File: config.mk
export PLATFORM = sky130hd
export DESIGN_NAME = timer_key_ctrl
export DESIGN_NICKNAME = d
export VERILOG_FILES = /design/src/rtl/timer_ctrl_pkg.sv /design/src/rtl/key_debounce.sv /design/src/rtl/timer_key_ctrl.sv
export SDC_FILE = /design/constraint.sdc
export NUM_CORES = 1
export LEC_CHECK = 0
export ABC_AREA = 1
export CAP_MARGIN = 25
export CORE_ASPECT_RATIO = 0.8
export CORE_UTILIZATION = 25
export CTS_CLUSTER_DIAMETER = 30
export DETAILED_ROUTE_END_ITERATION = 10
export PLACE_DENSITY = 0.45
export SYNTH_ARGS = -nofsm -noshare
export SYNTH_HDL_FRONTEND = slang
export SYNTH_SLANG_ARGS = --single-unit
File: constraint.sdc
create_clock -name clk_50M -period 1.7 [get_ports clk_50M]
set_input_delay 0.255 -clock clk_50M [delete_from_list [all_inputs] [get_ports clk_50M]]
set_output_delay 0.255 -clock clk_50M [all_outputs]
set_load 0.005 [all_outputs]
File: src/rtl/timer_ctrl_pkg.sv
// Shared definitions for the timer front-panel controller.
// Holds the mode-FSM state encoding, the button index map used to pick
// bits out of the 4-bit key bus, the BCD preset limits and a small BCD
// increment helper used by the preset registers.
package timer_ctrl_pkg;

    typedef enum logic [2:0] {
        ST_IDLE     = 3'd0,
        ST_SET_TEN  = 3'd1,
        ST_SET_ONE  = 3'd2,
        ST_RUN_UP   = 3'd3,
        ST_RUN_DOWN = 3'd4,
        ST_PAUSED   = 3'd5,
        ST_DONE     = 3'd6
    } ctrl_state_t;

    localparam int KEY_START = 0;
    localparam int KEY_MODE  = 1;
    localparam int KEY_SET   = 2;
    localparam int KEY_FREQ  = 3;

    localparam logic [3:0] TEN_MAX = 4'd5;
    localparam logic [3:0] ONE_MAX = 4'd9;

    // Step a BCD digit, rolling over to zero once the limit is reached.
    function automatic logic [3:0] bcd_inc(input logic [3:0] val, input logic [3:0] max);
        return (val >= max) ? 4'd0 : val + 4'd1;
    endfunction

endpackage

File: src/rtl/key_debounce.sv
// Single push-button conditioner.
// A raw active-low button is passed through a 2-FF synchroniser, then a
// debounce counter that only accepts a level change after DEBOUNCE_CYCLES
// consecutive samples that disagree with the current stable level.
// A 1-cycle registered pulse is emitted when the stable level falls
// (press); releases are accepted silently.
// Ports:
//   clk      in  system clock
//   rst_n    in  asynchronous active-low reset
//   key_raw  in  raw button level, 0 = pressed
//   press    out 1-cycle press pulse
module key_debounce #(
    parameter int DEBOUNCE_CYCLES = 4
) (
    input  logic clk,
    input  logic rst_n,
    input  logic key_raw,
    output logic press
);

    localparam int CNT_W = (DEBOUNCE_CYCLES > 2) ? $clog2(DEBOUNCE_CYCLES) : 1;
    localparam logic [CNT_W-1:0] CNT_LAST = CNT_W'(DEBOUNCE_CYCLES - 1);

    logic [1:0]       sync_q;
    logic             stable;
    logic [CNT_W-1:0] cnt;

    // sync_q[1] is the synchronised level. The counter runs only while it
    // disagrees with the stable level; the sample that completes the run
    // flips the stable level in the same edge, so a press pulse appears
    // DEBOUNCE_CYCLES edges after the synchronised level first drops.
    always_ff @(posedge clk or negedge rst_n) begin
        if (!rst_n) begin
            sync_q <= 2'b11;
            stable <= 1'b1;
            cnt    <= '0;
            press  <= 1'b0;
        end else begin
            sync_q <= {sync_q[0], key_raw};
            press  <= 1'b0;
            if (sync_q[1] == stable) begin
                cnt <= '0;
            end else if (cnt == CNT_LAST) begin
                stable <= sync_q[1];
                cnt    <= '0;
                press  <= ~sync_q[1];
            end else begin
                cnt <= cnt + 1'b1;
            end
        end
    end

endmodule

File: src/rtl/timer_key_ctrl.sv
// Front-panel controller for the 60 s timer datapath.
// Debounces the four panel buttons and runs the mode FSM that sequences
// the timer core (enable, pause, start/pause pulses) and holds the BCD
// down-count preset. All outputs come straight from flops.
// Ports:
//   clk_50M   in  system clock
//   rst_n     in  asynchronous active-low reset
//   key_raw   in  raw buttons, active-low: [0] START [1] MODE [2] SET [3] FREQ
//   cnt_zero  in  core reports 00.0 while counting down
//   en, pause out timer enable / pause levels
//   key0/1/4/5 out 1-cycle pulses: count-up, count-down, pause toggle, freq step
//   ten, one  out BCD preset digits
//   dir_down  out selected direction (1 = down)
//   done_led  out high in DONE
//   state_o   out current FSM state, for debug
module timer_key_ctrl
    import timer_ctrl_pkg::*;
#(
    parameter int DEBOUNCE_CYCLES = 4
) (
    input  logic       clk_50M,
    input  logic       rst_n,
    input  logic [3:0] key_raw,
    input  logic       cnt_zero,
    output logic       en,
    output logic       pause,
    output logic       key0,
    output logic       key1,
    output logic       key4,
    output logic       key5,
    output logic [3:0] ten,
    output logic [3:0] one,
    output logic       dir_down,
    output logic       done_led,
    output logic [2:0] state_o
);

    logic [3:0]  press;
    ctrl_state_t state, state_nx;
    logic        dir_nx, resume_down, resume_down_nx;
    logic [3:0]  ten_nx, one_nx;
    logic        key0_nx, key1_nx, key4_nx;
    logic        start_ev, mode_ev, set_ev;

    for (genvar g = 0; g < 4; g++) begin : g_key
        key_debounce #(
            .DEBOUNCE_CYCLES(DEBOUNCE_CYCLES)
        ) u_deb (
            .clk    (clk_50M),
            .rst_n  (rst_n),
            .key_raw(key_raw[g]),
            .press  (press[g])
        );
    end

    // Only one FSM event per cycle: START beats MODE beats SET.
    assign start_ev = press[KEY_START];
    assign mode_ev  = press[KEY_MODE] & ~press[KEY_START];
    assign set_ev   = press[KEY_SET] & ~press[KEY_START] & ~press[KEY_MODE];

    // Next-state, preset and pulse decisions.
    always_comb begin
        state_nx       = state;
        dir_nx         = dir_down;
        ten_nx         = ten;
        one_nx         = one;
        resume_down_nx = resume_down;
        key0_nx        = 1'b0;
        key1_nx        = 1'b0;
        key4_nx        = 1'b0;
        case (state)
            ST_IDLE: begin
                if (start_ev) begin
                    if (!dir_down) begin
                        state_nx = ST_RUN_UP;
                        key0_nx  = 1'b1;
                    end else if ((ten != 4'd0) || (one != 4'd0)) begin
                        // A down-count from 00 would finish instantly, so it is refused.
                        state_nx = ST_RUN_DOWN;
                        key1_nx  = 1'b1;
                    end
                end else if (mode_ev) begin
                    dir_nx = ~dir_down;
                end else if (set_ev) begin
                    state_nx = ST_SET_TEN;
                end
            end
            ST_SET_TEN: begin
                if (start_ev)     state_nx = ST_IDLE;
                else if (mode_ev) state_nx = ST_SET_ONE;
                else if (set_ev)  ten_nx   = bcd_inc(ten, TEN_MAX);
            end
            ST_SET_ONE: begin
                if (start_ev || mode_ev) state_nx = ST_IDLE;
                else if (set_ev)         one_nx   = bcd_inc(one, ONE_MAX);
            end
            ST_RUN_UP: begin
                if (start_ev) begin
                    state_nx       = ST_PAUSED;
                    key4_nx        = 1'b1;
                    resume_down_nx = 1'b0;
                end
            end
            ST_RUN_DOWN: begin
                // Reaching zero wins over a pause request in the same cycle.
                if (cnt_zero) begin
                    state_nx = ST_DONE;
                end else if (start_ev) begin
                    state_nx       = ST_PAUSED;
                    key4_nx        = 1'b1;
                    resume_down_nx = 1'b1;
                end
            end
            ST_PAUSED: begin
                if (start_ev) begin
                    state_nx = resume_down ? ST_RUN_DOWN : ST_RUN_UP;
                    key4_nx  = 1'b1;
                end else if (mode_ev) begin
                    state_nx = ST_IDLE;
                end
            end
            ST_DONE: begin
                if (start_ev || mode_ev) state_nx = ST_IDLE;
            end
            default: state_nx = ST_IDLE;
        endcase
    end

    // State and output registers; level outputs are decoded from the next
    // state so they change on the same edge as the matching pulse.
    always_ff @(posedge clk_50M or negedge rst_n) begin
        if (!rst_n) begin
            state       <= ST_IDLE;
            dir_down    <= 1'b0;
            ten         <= 4'd0;
            one         <= 4'd0;
            resume_down <= 1'b0;
            key0        <= 1'b0;
            key1        <= 1'b0;
            key4        <= 1'b0;
            key5        <= 1'b0;
            en          <= 1'b0;
            pause       <= 1'b0;
            done_led    <= 1'b0;
        end else begin
            state       <= state_nx;
            dir_down    <= dir_nx;
            ten         <= ten_nx;
            one         <= one_nx;
            resume_down <= resume_down_nx;
            key0        <= key0_nx;
            key1        <= key1_nx;
            key4        <= key4_nx;
            key5        <= press[KEY_FREQ];
            en          <= (state_nx == ST_RUN_UP) || (state_nx == ST_RUN_DOWN) ||
                           (state_nx == ST_PAUSED);
            pause       <= (state_nx == ST_PAUSED);
            done_led    <= (state_nx == ST_DONE);
        end
    end

    assign state_o = state;

endmodule

==> impl_metrics.toml, run 1 <==
[status]
status = "complete, no violations"

[critical_path]
timing.reg2reg.setup_slack_ns = 0.24
critical_path_class = "reg -> out"
reg2reg_depth = 6
crit_cells = 1
crit_path_end = "state_o[2]"
cpMaxStageDelayCell = "clkdlybuf4s50_1"
critical_path_buf_inv_count = 1
path_max_fanout = 9
startpoint_type = "flip-flop"
r2r_start = "g_key[0].u_deb.press"
cp.arrival_ns = 1.32
r2r_end = "one[2]"
critPathTopFamily = "buffers and inverters"
worstPathCellList = "clkdlybuf4s50_1"
cp.required_ns = 1.44
critical_path.max_stage_delay_ns = 0.54
critPathLaunch = "state_o[2]"
crit_path_end_kind = "primary output"

[cells_and_area]
syn2layout_area_growth_pct = 26.17
final_net_count = 264
antenna_cells = 0
utilization_pct = 33.24
nFillCells = 773
multi_input_area_sq_um = 732.0
layout-drive-gt1-share_pct = 12.20
final-seq-area_sq_um = 1117

[drt]
viasPerCell = 3.983
antenna_left = 0
drtPass1Iterations = 4
wl_per_cell_um = 10.35
vias = 1398
drt_iter0_drc = 64
wl_mm = 3.633
post-route-drc-count = 0

[clock_tree]
postCtsSetupBuffers = 0
clock-root-buffer = "clkbuf_8"
numCtsBuffers = 5
cts_sinks = 44
cts_tree = "built"
clock_path_buffers = 2
path_clk_slew_ns = 0.08
htree_num_levels = 2
insertion_delay_ns = 0.30

[run]
max_cap_violations = 0

[global_route]
grt_pass1_wl_mm = 6.279
grt_antenna_before_repair = 0
overflow = 0
grt_pass1_vias = 1385
track_usage_pct = 10.14
grt_max_degree = 45

[hold_path]
hold_path_class = "reg -> reg"
worstHoldStart = "g_key[3].u_deb.press"

[placed_design]
io_buffers = 25
dp_hpwl_mm = 2.589
gp_congestion = 0.8381

[yosys]
yosys_register_bits = 44
synth_seq_area_share_pct = 56.24
synth_fp_nets = 228
synthArstFlopShare_pct = 100.0
synth_top_area_share_pct = 40.35
syn_avg_cell_area_sq_um = 9.495
synth-edff-count = 0
ys_types = 21
netlist_instances = 209
yosysTopAreaCell = "dfrtp_1"
synth-warning-count = 0
synth_area_leaders = "dfrtp_1 (40%), dfstp_2 (16%), ha_1 (7.6%), inv_1 (6.2%), nand2_1 (6.1%)"
yosysMostFrequentCell = "inv_1"
netlist_area_sq_um = 1984
ys_top_cells_by_count = "inv_1 (33), dfrtp_1 (32), nand2_1 (32)"
synth_ff_type = "dfrtp_1"

[sta]
fin_crit_sh_pct = 92.91
rsz0062_at_grt = "false"
slew_headroom_pct = 75.64
fmax_mhz = 633.1
skew_ns = 0.01076
hold_viol = 0
tns_ns = 0
slew_violations = 0
finalSetupViolations = 0
fin_crit_ns = 1.579
tightestPinTransition_ns = 0.3654

[floorplanning]
die_x_um = 101.6
core_sq_um = 7532
num_io_pins = 26
rows = 28
die_h_um = 81.69
start_util_pct = 26.35
dieArea_sq_um = 8300

[pwr]
p_per_area_nw_per_um2 = 1192
vdd_drop_max_v = 0.0003770
p_leak_nw = 1.187
[worst min-delay path by stage]
stage	slack [ns]	endpoint	cells after the start
2_1_floorplan	-0.04	dir_down	0
3_3_place_gp	0.26	g_key[3].u_deb.cnt[1]	2
3_5_place_dp	0.25	g_key[3].u_deb.cnt[1]	2
4_1_cts	0.34	g_key[2].u_deb.sync_q[0]	1
5_1_grt	0.35	g_key[2].u_deb.sync_q[0]	1
6_report	0.35	key5	0
[placed cells by master (no fill, tap or decap), drive strengths merged]
master	count
o22ai	3
dfrtp	32
xnor2	5
clkdlybuf4s50	24
nand3b	1
dlygate4sd3	1
dfstp	12
buf	6
nand2	33
inv	33
nand4	2
xor2	1
clkinvlp	1
clkbuf	7
nor3b	3
a21oi	9
nor3	8
nand3	12
nor2	28
ha	12
o21ai	13
[routing by layer]
layer / GRT usage, % / wire length [um]
met3: 4.000 / 164
met4: 4.348 / 57
met1: 13.23 / 1915
met5: 0 / 0
met2: 14.86 / 1495
[through the flow]
step	instances	setup slack, ns	hold WS, ns	instance area [sq um]	power [mW]
floorplan	209	0.3928	-0.04059	1984	1.966
global placement	342	0.08589	0.2551	2399	2.327
detailed placement	342	0.1389	0.2537	2399	2.326
CTS	351	0.1006	0.3392	2504	3.041
global route	351	0.02114	0.3509	2504	3.256
finish	351	0.1205	0.3528	2504	2.984
[power by group]
part	internal, mW	switching (mW)	total [mW]
registers	1.27	0.115	1.39
logic	0.407	0.501	0.908
clock network	0.330	0.356	0.687
[sequential cells by signal (all words and copies together) (netlist names), 3 cells and up]
name	cells
state_o	3
ten	4
g_key.u_deb.press	4
g_key.u_deb.stable	4
g_key.u_deb.cnt	8
one	4
g_key.u_deb.sync_q	8
[cell type report]
| class | count | share of cell area (%) |
|---|---|---|
| clock buffers | 7 | 3.448 |
| clock inverters | 1 | 0.2999 |
| inverters | 33 | 4.948 |
| multi-input cells | 130 | 29.24 |
| flip-flops and latches | 44 | 44.63 |
| well taps | 105 | 5.247 |
| repair buffers | 31 | 12.19 |
[cells by family after synthesis]
family / Yosys count / synth area share, %
and+or+nand+nor: 87 / 20.18
DFF: 44 / 56.24
buffers and inverters: 35 / 6.873
AOI/OAI and AO/OA: 25 / 6.494
adders and majority gates: 12 / 7.566
xor gates and xnor gates: 6 / 2.648
[repair_timing]
item / 4_1_cts / 5_1_grt
endpoints found under the setup margin: 1 / 0
hold buffers: 1 / 0
hold endpoints to repair: 32 / 0
gates resized for setup: 1 / 0
Power figures use the tool's default switching activity.
==> run 2: changes to the inputs <==
Settings changed: CTS_BUF_LIST set to sky130_fd_sc_hd__clkbuf_4.
==> impl_metrics.toml, run 2 (synthesis results as in run 1) <==
[cells_and_area]
layout-drive-gt1-share_pct = 13.25
antenna_cells = 0
multi_input_area_sq_um = 732.0
final_net_count = 267
mostFrequentLayoutCells = "inv_1 (33), nand2_1 (32), dfrtp_1 (31)"
syn2layout_area_growth_pct = 25.60
nFillCells = 774
final-seq-area_sq_um = 1117
utilization_pct = 33.09
largestRegisters = "g_key.u_deb.cnt: 8 flops, g_key.u_deb.sync_q: 8 flops"
layout_commonest_cell = "inv_1"

[floorplanning]
num_io_pins = 26
core_sq_um = 7532
dieArea_sq_um = 8300
die_h_um = 81.69
start_util_pct = 26.35
rows = 28
die_x_um = 101.6

[clock_tree]
path_clk_slew_ns = 0.14
cts_tree = "built"
numCtsBuffers = 5
insertion_delay_ns = 0.36
cts_sinks = 44
htree_num_levels = 2
clock_path_buffers = 2
clock-root-buffer = "clkbuf_4"

[critical_path]
reg2reg_depth = 10
r2r_start = "ten[1]"
crit_path_end = "ten[0]"
cp.required_ns = 1.44
timing.reg2reg.setup_slack_ns = 0.22
startpoint_type = "flip-flop"
cp.arrival_ns = 1.37
r2r_end = "pause"
crit_path_end_kind = "primary output"
path_max_fanout = 6
critical_path_class = "reg -> out"
critPathLaunch = "ten[0]"

[placed_design]
pre_cts_slack_ns = 0.1389
gp_congestion = 0.8381
dp_hpwl_mm = 2.589
io_buffers = 25

[sta]
setup_slack_ns = 0.07573
hold_viol = 0
rsz0062_at_grt = "false"
skew_ns = 0.01878
fin_hold_ws_ns = 0.2904
tightestPinTransition_ns = 0.3520
slew_headroom_pct = 76.53
slew_violations = 0
finalSetupViolations = 0
tns_ns = 0
fin_crit_sh_pct = 95.55
fin_crit_ns = 1.624
fmax_mhz = 615.7

[global_route]
overflow = 0
grt_max_degree = 45
grt_pass1_wl_mm = 6.292
grt_antenna_before_repair = 0
grt_pass1_vias = 1396
track_usage_pct = 10.14

[drt]
viasPerCell = 4.073
post-route-drc-count = 0
drtPass1Iterations = 4
antenna_left = 0
wl_per_cell_um = 10.34
dr.max_layer_used = "met4"
wl_mm = 3.661
wl_met3_um = 157
drt_iter0_drc = 78
drt-met1-wl_mm = 1.927
dr_wl_met2_mm = 1.503
vias = 1442

[pwr]
seqPwrFrac_pct = 49.1
internal-power_mw = 1.868
p_per_area_nw_per_um2 = 1134
p_leak_nw = 1.190
p_sw_share_pct = 33.91
clkPwrFrac_pct = 18.0
power_switching_uw = 958.5
comb_power_share_pct = 32.8
vdd_drop_max_v = 0.0003678
p_total_mw = 2.827

[hold_path]
hold_path_class = "in -> reg"
worstHoldStart = "key_raw[3]"

[run]
max_cap_violations = 0

[status]
status = "complete, no violations"
[run 2: cell types whose count changed in the layout (fill, tap and decap cells not counted)]
cell,before,now
buf_4,4,6
buf_6,0,1
clkbuf_1,1,0
clkbuf_4,0,6
clkbuf_8,6,0
clkinv_1,0,1
[run 2: timing repair]
| action | CTS | global route |
|---|---|---|
| buffers inserted | 0 | 3 |
| pin swaps | 0 | 0 |
| gates resized for setup | 1 | 1 |
| endpoints found under the hold margin | 32 | 0 |
| hold buffers | 1 | 0 |
| endpoints found under the setup margin | 1 | 2 |
[run 2: metal layers]
layer	vias to the layer above	GRT usage [%]
li1	744	-
met1	656	13.28
met2	32	14.93
met3	10	3.234
met4	0	5.362
met5	-	0
[run 2: worst max-delay path, stage by stage, from the launching register on]
cell	delay, ns
dfrtp_1	0.37
buf_4	0.14
clkdlybuf4s50_1	0.50
[run 2: power by group through the flow]
| stage | Combinational (mW) | Sequential [mW] | Clock (mW) |
|---|---|---|---|
| finish | 0.928 | 1.39 | 0.510 |
| global route | 1.09 | 1.42 | 0.581 |
| CTS | 0.923 | 1.39 | 0.545 |
| detailed placement | 0.918 | 1.41 | 0 |
| global placement | 0.917 | 1.41 | 0 |
| floorplan | 0.553 | 1.41 | 0 |
[run 2: worst min-delay path by stage]
stage | to | cells after the start
2_1_floorplan | dir_down | 0
3_3_place_gp | g_key[3].u_deb.cnt[1] | 2
3_5_place_dp | g_key[3].u_deb.cnt[1] | 2
4_1_cts | g_key[2].u_deb.sync_q[0] | 1
5_1_grt | g_key[2].u_deb.sync_q[0] | 1
6_report | g_key[3].u_deb.sync_q[0] | 1
[run 2: layout make-up]
type                       count  area share (%)
sequential                    44           44.83
multi-input combinational    130           29.37
timing repair buffer          34           13.30
tap                          105           5.271
inverter                      33           4.970
clock buffer                   6           1.807
clock inverter                 2          0.4518
[run 2: through the flow]
step / instances / area (sq um)
2_1_floorplan: 209 / 1984
3_3_place_gp: 342 / 2399
3_5_place_dp: 342 / 2399
4_1_cts: 351 / 2466
5_1_grt: 354 / 2492
6_report: 354 / 2492
==> variant, RTL diff (config.mk and constraints of run 1) <==
The output `pause` loses its register stage (`pause` becomes a continuous assignment). Comments in the files are not updated.
--- a/src/rtl/timer_key_ctrl.sv
+++ b/src/rtl/timer_key_ctrl.sv
@@ -140,7 +140,6 @@
             key4        <= 1'b0;
             key5        <= 1'b0;
             en          <= 1'b0;
-            pause       <= 1'b0;
             done_led    <= 1'b0;
         end else begin
             state       <= state_nx;
@@ -154,10 +153,11 @@
             key5        <= press[KEY_FREQ];
             en          <= (state_nx == ST_RUN_UP) || (state_nx == ST_RUN_DOWN) ||
                            (state_nx == ST_PAUSED);
-            pause       <= (state_nx == ST_PAUSED);
             done_led    <= (state_nx == ST_DONE);
         end
     end
+
+    assign pause = (state_nx == ST_PAUSED);
 
     assign state_o = state;
 
Behaviour: no difference found for any inputs over 10 cycles, from zero or initial values and one cycle with rst_n low; that may be too few to reach the edited logic, so the function may still have changed.
==> variant against run 1 <==
The flow now finishes with violations (negative setup slack). Clock power increased by 20%. Total power grew 20%. Routed wire length rose by 10%. Setup slack worse by 0.34 ns. Area after synthesis shrank 2.6%. Register-to-register slack got worse by 0.06 ns. Sequential cell count shrank 1. Design area rose by 14%. Sequential share of layout area down 6.3 points.
==> variant: results (changes against run 1) <==
Pre-antenna DRT Iters=3 (-1); highest metal used=met4; Worst-Margin Slew=0.500 ns (+0.135 ns); vias in the first global route=1534 (+11%); R2R cell count=9 (+3); clock buffer count from CTS=5 (unchanged); Max H-tree Level=2 (unchanged); Final Skew=0.0109 ns (+0.000104 ns); prevailing post-synth register cell=dfrtp_1; global-route wire length before repair=6920 um (+10%); Post-Synthesis Cells=195 (-6.7%); Worst EP arrival=1.67 ns (+0.35 ns); antenna cells=0 (unchanged); Post-Place Worst Slack=-0.453 ns (-0.592 ns); Area contributors post-synth=dfrtp_1 40%, dfstp_2 16%, ha_1 7.8%; run status=complete, but fails checks; wl on met1=2070 um (+7.9%); clk buf depth=2 (unchanged); GR Util All Layers=11.1% (+0.97 points); Clk Tree Root Cell=clkbuf_8; WL/cell=10.5 um (+1.9%); max_cap viols=0 (unchanged); Vias/cell=3.98 (-0.17%); Seq/Total Area, Yosys=56.4% (+0.20 points); final wirelength=4000 um (+10%); setup ws final=-0.222 ns (-0.342 ns); setup violators final=1 (+1); fillcell total=777 (+0.52%); Post-synth ARST share=100% (unchanged); largest stage delay on the critical path=0.40 ns (-0.14 ns); violated checks=negative setup slack; synth cell count leaders=31 x dfrtp_1, 31 x inv_1, 27 x nand2_1, 18 x nor2_1; largest net degree at the start of global routing=25 (-44%); number of synthesis warnings=0 (unchanged); final net count=292 (+11%); Top Registers=g_key.u_deb.cnt (8), g_key.u_deb.sync_q (8); delay-heaviest family, CP=simple AND/OR/NAND/NOR gates; share of cells above drive strength 1=38.0% (+26 points); wire length on met3=115 um (-30%); worst hold-check path type=primary input to flop; hpwl dp=2930 um (+13%); PortBufs=25 (unchanged); Static Leak=1.36 nW (+15%); Worst path slowest cell=dfrtp_1; peak supply drop=547 uV (+45%); dpl cells=362 (+5.8%); latest clock arrival within the worst-skew pair=0.30 ns (about the same); clk slew on worst S/H paths=0.09 ns; Synth cell types=25 (+19%); wire length on met2=1770 um (+19%); Max FO, Critical Path=2 (-7); 1st-iter DRT viols=47 (-27%); GP Congestion=0.836 (-0.26%); initial antenna violation count=0 (unchanged); Fin Setup TNS=-0.222 ns (-0.222 ns); depth of the worst hold-timing path=1 (+1); syn_nets=214 (-6.1%)
variant: final timing paths:
path	end	start	slack (ns)
max	pause	one[0]	-0.22
min	g_key[3].u_deb.sync_q[0]	key_raw[3]	0.34
max reg2reg	one[2]	one[0]	0.18
min reg2reg	key5	g_key[3].u_deb.press	0.36
max in group asynchronous	g_key[1].u_deb.sync_q[1]	rst_n	0.66
min in group asynchronous	g_key[3].u_deb.cnt[1]	rst_n	0.44
variant: logic make-up after synthesis:
| kind of cell | after synthesis | synth area share, % |
|---|---|---|
| and+or+nand+nor | 74 | 18.6 |
| DFF | 43 | 56.4 |
| buffers and inverters | 35 | 7.18 |
| AOI/OAI and AO/OA | 25 | 7.25 |
| adders and majority gates | 12 | 7.77 |
| xor gates and xnor gates | 6 | 2.72 |
variant: repair_timing:
action                                 in CTS  in global routing
gates resized for setup                    26                 10
hold buffers                                1                  0
setup endpoints to repair                   1                  3
pin swaps                                   9                  5
endpoints found under the hold margin      12                  0
setup buffers                               6                  2
variant: through the flow:
| stage | util (%) | cell area, sq um |
|---|---|---|
| floorplan | - | 1930 |
| global placement | 35.0 | 2600 |
| detailed placement | 35.0 | 2600 |
| CTS | 37.8 | 2810 |
| global route | 38.5 | 2860 |
| finish | 38.5 | 2860 |
variant: cell type report:
| cell class | instances | area share [%] |
|---|---|---|
| multi-input cells | 117 | 27.1 |
| clock inverters | 3 | 1.62 |
| inverters | 34 | 4.55 |
| repair buffers | 72 | 21.4 |
| clock buffers | 5 | 2.41 |
| well taps | 105 | 4.60 |
| flip-flops and latches | 43 | 38.3 |
variant: report_power, final:
part | switching [mW] | total [mW] | leakage [nW] | internal, mW
Clock | 0.384 | 0.827 | 0.0548 | 0.443
Sequential | 0.154 | 1.42 | 0.539 | 1.27
Combinational | 0.616 | 1.32 | 0.771 | 0.703
variant: routing by layer:
metal	global-route usage, %	vias to the layer above
li1	-	776
met4	3.91	0
met3	2.70	5
met1	14.5	710
met5	0	-
met2	17.9	16
